==> src/rtl/gyro_tilt_integrator.sv <==
`default_nettype none
// ============================================================================
// Module   : gyro_tilt_integrator
// Brief    : Per-channel gyro rate integrator with bias calibration,
//            saturating accumulators and clamped tilt outputs.
//            Optional macro GYRO_DEADBAND_EN zeroes small corrected rates.
// Revision : 1.0 - initial release
// ============================================================================
module gyro_tilt_integrator #(
  parameter int NCH      = 3,
  parameter int DW       = 16,
  parameter int AW       = 24,
  parameter int SHIFT    = 4,
  parameter int CAL_LOG2 = 3,
  parameter int DEADBAND = 2
) (
  input  logic              CLK,
  input  logic              RST_N,
  input  logic [NCH*DW-1:0] din,
  input  logic              din_valid,
  input  logic              zero,
  input  logic              cal_start,
  output logic [NCH*DW-1:0] tilt,
  output logic              out_valid,
  output logic [NCH-1:0]    sat,
  output logic              busy,
  output logic              cal_done
);

  typedef enum logic [0:0] {
    RUN = 1'b0,
    CAL = 1'b1
  } state_t;

  localparam logic signed [AW-1:0] c_ACC_MAX = {1'b0, {(AW-1){1'b1}}};
  localparam logic signed [AW-1:0] c_ACC_MIN = {1'b1, {(AW-1){1'b0}}};
  localparam logic signed [DW-1:0] c_OUT_MAX = {1'b0, {(DW-1){1'b1}}};
  localparam logic signed [DW-1:0] c_OUT_MIN = {1'b1, {(DW-1){1'b0}}};
  localparam int                   c_SW      = DW + CAL_LOG2;

  state_t                     r_state;
  logic signed [AW-1:0]       r_acc  [NCH];
  logic signed [DW-1:0]       r_bias [NCH];
  logic signed [c_SW-1:0]     r_sum  [NCH];
  logic [CAL_LOG2-1:0]        r_cnt;

  logic signed [DW-1:0]       w_din      [NCH];
  logic signed [DW:0]         w_corr_raw [NCH];
  logic signed [DW:0]         w_corr     [NCH];
  logic signed [AW:0]         w_wide     [NCH];
  logic signed [AW-1:0]       w_acc_add  [NCH];
  logic signed [AW-1:0]       w_shr      [NCH];
  logic signed [DW-1:0]       w_tilt_new [NCH];
  logic signed [c_SW-1:0]     w_sum_new  [NCH];
  logic signed [DW-1:0]       w_bias_new [NCH];
  logic [NCH-1:0]             w_clip;
  logic [NCH-1:0]             w_fits;

  // Per-channel datapath: bias correction, saturating add, tilt scaling and calibration sum
  for (genvar gi = 0; gi < NCH; gi++) begin : g_ch
    assign w_din[gi]      = $signed(din[gi*DW +: DW]);
    assign w_corr_raw[gi] = {w_din[gi][DW-1], w_din[gi]} - {r_bias[gi][DW-1], r_bias[gi]};

`ifdef GYRO_DEADBAND_EN
    localparam logic signed [DW:0] c_DB = (DW+1)'(DEADBAND);
    assign w_corr[gi] = ((w_corr_raw[gi] <= c_DB) && (w_corr_raw[gi] >= -c_DB))
                        ? '0 : w_corr_raw[gi];
`else
    assign w_corr[gi] = w_corr_raw[gi];
`endif

    // One guard bit exposes overflow: the top two bits disagree when the AW range is exceeded
    assign w_wide[gi]    = {r_acc[gi][AW-1], r_acc[gi]}
                         + {{(AW-DW){w_corr[gi][DW]}}, w_corr[gi]};
    assign w_clip[gi]    = w_wide[gi][AW] ^ w_wide[gi][AW-1];
    assign w_acc_add[gi] = w_clip[gi] ? (w_wide[gi][AW] ? c_ACC_MIN : c_ACC_MAX)
                                      : w_wide[gi][AW-1:0];

    // Scaled accumulator fits in DW bits only when all bits above the DW sign bit agree
    assign w_shr[gi]      = w_acc_add[gi] >>> SHIFT;
    assign w_fits[gi]     = (&w_shr[gi][AW-1:DW-1]) | ~(|w_shr[gi][AW-1:DW-1]);
    assign w_tilt_new[gi] = w_fits[gi] ? w_shr[gi][DW-1:0]
                                       : (w_shr[gi][AW-1] ? c_OUT_MIN : c_OUT_MAX);

    // Raw-sample sum; keeping the upper DW bits is the arithmetic divide by 2^CAL_LOG2
    assign w_sum_new[gi]  = r_sum[gi] + {{CAL_LOG2{w_din[gi][DW-1]}}, w_din[gi]};
    assign w_bias_new[gi] = w_sum_new[gi][c_SW-1:CAL_LOG2];
  end

  // Control FSM with accumulators, bias, calibration sum and all registered outputs
  always_ff @(posedge CLK or negedge RST_N) begin
    if (!RST_N) begin
      r_state   <= RUN;
      r_cnt     <= '0;
      tilt      <= '0;
      out_valid <= 1'b0;
      sat       <= '0;
      busy      <= 1'b0;
      cal_done  <= 1'b0;
      for (int i = 0; i < NCH; i++) begin
        r_acc[i]  <= '0;
        r_bias[i] <= '0;
        r_sum[i]  <= '0;
      end
    end else begin
      out_valid <= 1'b0;
      cal_done  <= 1'b0;
      case (r_state)
        RUN: begin
          if (din_valid && !zero) begin
            out_valid <= 1'b1;
            for (int i = 0; i < NCH; i++) begin
              r_acc[i]           <= w_acc_add[i];
              tilt[i*DW +: DW]   <= w_tilt_new[i];
              if (w_clip[i]) sat[i] <= 1'b1;
            end
          end
          if (cal_start) begin
            r_state <= CAL;
            busy    <= 1'b1;
            r_cnt   <= '0;
            for (int i = 0; i < NCH; i++) r_sum[i] <= '0;
          end
        end
        CAL: begin
          // A sample coinciding with zero is discarded here as well
          if (din_valid && !zero) begin
            r_cnt <= r_cnt + 1'b1;
            if (&r_cnt) begin
              r_state  <= RUN;
              busy     <= 1'b0;
              cal_done <= 1'b1;
              tilt     <= '0;
              for (int i = 0; i < NCH; i++) begin
                r_bias[i] <= w_bias_new[i];
                r_acc[i]  <= '0;
                r_sum[i]  <= '0;
              end
            end else begin
              for (int i = 0; i < NCH; i++) r_sum[i] <= w_sum_new[i];
            end
          end
        end
        default: r_state <= RUN;
      endcase
      // Re-zero wins over any accumulation on the same edge; tilt follows the cleared accumulators
      if (zero) begin
        sat  <= '0;
        tilt <= '0;
        for (int i = 0; i < NCH; i++) r_acc[i] <= '0;
      end
    end
  end

endmodule
`default_nettype wire

==> config.mk <==
export PLATFORM = sky130hd
export DESIGN_NAME = gyro_tilt_integrator
export DESIGN_NICKNAME = d
export VERILOG_FILES = /design/src/rtl/gyro_tilt_integrator.sv
export SDC_FILE = /design/constraint.sdc
export NUM_CORES = 1
export LEC_CHECK = 0
export ABC_CLOCK_PERIOD_IN_PS = 8150
export BUFFER_PORTS_ARGS = -buffer_cell sky130_fd_sc_hd__buf_2
export CAP_MARGIN = 10
export CORE_UTILIZATION = 30
export DETAILED_ROUTE_END_ITERATION = 16
export SYNTH_ARGS = -nofsm -noshare
export SYNTH_HDL_FRONTEND = slang
export SYNTH_SLANG_ARGS = --single-unit
==> constraint.sdc <==
create_clock -name CLK -period 8.15 [get_ports CLK]
set_clock_uncertainty 0.2 [all_clocks]
set_input_delay 1.63 -clock CLK [delete_from_list [all_inputs] [get_ports CLK]]
set_output_delay 1.63 -clock CLK [all_outputs]
set_load 0.02 [all_outputs]
==> flow_metrics.py <==
metrics = {
    "min_path": {
        "holdPathStages": 1,
        "hold_path_end": "tilt[31]",
        "hp-class": "flop to flop",
        "worstHoldStart": "tilt[31]",
    },
    "route": {
        "post_drt_wl_per_cell_um": 16.7,
        "via_count": 14200,
        "met2_length_um": 22500,
        "drtAntennaViolNets": 0,
        "drtIter0Drc": 977,
        "wl_met1_um": 20800,
        "routed_via_density": 5.03,
        "drtPass1Iterations": 6,
        "highest_layer": "met5",
        "finalWirelength_um": 47100,
        "drc": 0,
        "met3_length_um": 2420,
    },
    "floorplanning": {
        "die_area_mm2": 0.0600,
        "initial_utilization_pct": 30.5,
        "core_mm2": 0.0580,
        "rows": 88,
        "die_w_um": 245,
        "fp.dieH_um": 245,
        "io_pins": 107,
    },
    "clock_network": {
        "cts-resized-gates": 0,
        "cts_buffers": 30,
        "cts_buffer_depth": 3,
        "cts_num_sinks": 235,
        "post_cts.repair.setup_buffers": 0,
        "cts_max_level": 1,
        "insertion_delay_ns": 0.57,
        "cts_tree": "done",
        "cts_root_buf": "clkbuf_16",
        "cts.clk_slew.worst_paths_ns": 0.06,
        "cts.hold.buffers_added": 0,
    },
    "timing": {
        "post-route-min-period_ns": 6.93,
        "fin_tns_setup_ns": 0,
        "finalMaxSlewViolations": 0,
        "slew_headroom_pct": 38.4,
        "rsz0062_at_grt": "no",
        "tightest_slew_ns": 0.924,
        "max_clock_freq_mhz": 144,
        "fin_crit_sh_pct": 85.0,
        "finalSetupViolCount": 0,
        "hold_violations": 0,
    },
    "synthesis": {
        "yosysWarningCount": 0,
        "yosysTopAreaCell": "dfrtp_1",
        "synthFlopType": "dfrtp_1",
        "synth_top_area_share_pct": 33.2,
        "ys_seq_area_share_pct": 33.2,
        "syn_avg_cell_area_um2": 9.12,
        "synth_edf_count": 0,
        "synth_cells": 1942,
        "synthArstFlopShare_pct": 100,
        "synth.area.top_cells": "dfrtp_1 33%, ha_1 9.7%, fa_1 8.5%",
        "synth_area_mm2": 0.0177,
        "ys_ff_latch": 235,
        "synth_fp_nets": 2207,
        "ys_types": 80,
    },
    "place": {
        "hpwl_um": 35200,
        "gp_routability_congestion": 0.881,
        "port_buffers": 106,
    },
    "job": {
        "drv_cap": 0,
    },
    "critical_path": {
        "worstRegToRegCells": 23,
        "worst-path-buf-inv": 5,
        "cpMostUsedCell": "inv_1",
        "timing.rr.end": "tilt[4]",
        "crit_path_cell_trace": "buf_2, inv_1, fa_1, inv_1, ha_1, a21oi_1, o21ai_0, a221oi_2, nor2b_1, nor2_1, nor2_1, xnor2_1, inv_1, ha_1, buf_4, or2_2, a311oi_1, a211oi_2, o31a_1, nor3_1, o21ai_0",
        "worstSetupStartpointType": "primary input",
        "timing.rr.start": "r_acc[55]",
        "crit_slowest_cell": "fa_1",
        "worst-setup-path-type": "primary input to flop",
        "crit_arrival_ns": 7.15,
        "endpoint_kind": "flop",
        "cp_slowest_stage_delay_ns": 0.62,
        "crit_path_max_fanout": 20,
        "worstPathRequired_ns": 8.37,
        "reg2reg_setup_slack_ns": 2.15,
        "crit_cells": 21,
        "cpLargestDelayFamily": "compound AO/OA/AOI/OAI gates",
    },
    "global_route": {
        "grt_max_degree": 139,
        "grt.total_usage_pct": 15.8,
        "grt_pass1_vias": 14600,
        "grt_pass1_wl_um": 76900,
        "antenna_found_initial": 4,
        "grt_remaining_overflow": 0,
    },
    "final_layout": {
        "syn_to_final_growth_pct": 13.8,
        "diodes": 0,
        "fin_nets": 2292,
        "drive_above_1_share_pct": 12.7,
        "fill_cells": 5901,
    },
    "outcome": {
        "status": "finished clean",
    },
}
metrics by stage:
stage / util (%) / std cells / worst slack (ns) / area (µm²) / hold slack, ns
detailed placement: 32.8 / 2760 / 0.637 / 19100 / 0.265
CTS: 34.7 / 2816 / 1.23 / 20100 / 0.279
global route: 34.7 / 2816 / 0.620 / 20100 / 0.297
finish: 34.7 / 2816 / 1.22 / 20100 / 0.270
global placement: 32.8 / 2760 / 0.647 / 19100 / 0.263
floorplan: - / 1942 / 1.69 / 17700 / 0.239
layer usage:
metal | vias to the layer above | global-route usage (%)
li1 | 6812 | -
met1 | 6946 | 20.1
met2 | 331 | 27.2
met3 | 81 | 2.67
met4 | 6 | 4.50
met5 | - | 0
cells by family (layout without fill, tap and decap cells):
family | Yosys count | in the layout | synth area share (%)
adder cells (fa/ha/maj) | 212 | 212 | 18.2
AND/OR/NAND/NOR | 402 | 402 | 10.4
AO/OA/AOI/OAI | 567 | 567 | 21.3
buffers and inverters | 357 | 466 | 7.77
flip-flops | 235 | 235 | 33.2
XOR/XNOR | 116 | 116 | 5.82
multiplexers | 53 | 53 | 3.34
worst reg2reg max path, cell delays in order, from the launching register on:
cell and delay [ns]:
dfrtp_1 0.35, inv_1 0.06, fa_1 0.51, inv_1 0.04, ha_1 0.32, o21ai_0 0.13, or3b_2 0.47, o211ai_1 0.23
nand2_1 0.17, o31ai_1 0.33, and3_1 0.24, o21ai_0 0.09, nand2b_1 0.09, xor2_1 0.08, ha_1 0.71, clkinv_1 0.44
nand2_1 0.19, nor3_1 0.06, o21ai_0 0.08, o311ai_1 0.16, nand3_1 0.11, o211a_1 0.53, nor2_1 0.13, o21ai_0 0.19
layout make-up:
class / count / area (µm²) / area share [%]
Clock inverter: 22 / 289 / 1.43
Sequential cell: 235 / 5880 / 29.2
Inverter: 293 / 1100 / 5.46
Multi-Input combinational cell: 1350 / 10500 / 52.1
Tap cell: 765 / 957 / 4.75
Timing Repair Buffer: 117 / 636 / 3.15
Clock buffer: 34 / 797 / 3.96
synth_stat cells (all sizes together) (3+ instances only):
master,count
a21boi,7
a311oi,4
nor2b,26
o21bai,18
buf,10
fa,75
a211oi,17
a31o,5
dfrtp,235
nand4,13
nand3,21
nand2b,11
o211a,3
nand3b,3
inv,292
or2,6
or3,9
nand2,162
ha,137
o211ai,15
a31oi,11
a21oi,128
mux2,49
o21ai,170
mux2i,4
and3,12
clkbuf,54
xor2,45
nor2,105
a21o,50
nor3,20
a211o,7
a41oi,6
o21a,11
xnor2,71
a22o,87
o31ai,10
state kept, by name (all words and copies together), names as in the netlist, 3 cells and up:
signal  cells
r_sum      57
r_cnt       3
r_acc      72
r_bias     48
tilt       48
sat         3
worst max path at each step:
| stage | start | endpoint | slack [ns] |
|---|---|---|---|
| final | din[47] | tilt[39] | 1.22 |
| after global routing | din[47] | tilt[35] | 0.62 |
| after CTS | din[31] | tilt[18] | 1.23 |
| after detailed placement | din[31] | tilt[18] | 0.64 |
| after global placement | din[31] | tilt[24] | 0.65 |
| after floorplan | din[31] | tilt[20] | 1.69 |
cell usage in the layout, fill, tap and decap left out, drive strengths merged, types with 21 or more instances in the layout:
cell type / synthesis / final
nand2: 162 / 162
nor2: 105 / 105
o21ai: 170 / 170
ha: 137 / 137
nor2b: 26 / 26
a21o: 50 / 50
mux2: 49 / 49
xor2: 45 / 45
a22o: 87 / 87
buf: 10 / 117
fa: 75 / 75
xnor2: 71 / 71
nand3: 21 / 21
dfrtp: 235 / 235
clkbuf: 54 / 34
inv: 292 / 294
a21oi: 128 / 128
Power is left out: the tool's default activity adds up to more than one toggle a clock period on the data nets, which glitch-free logic cannot reach.
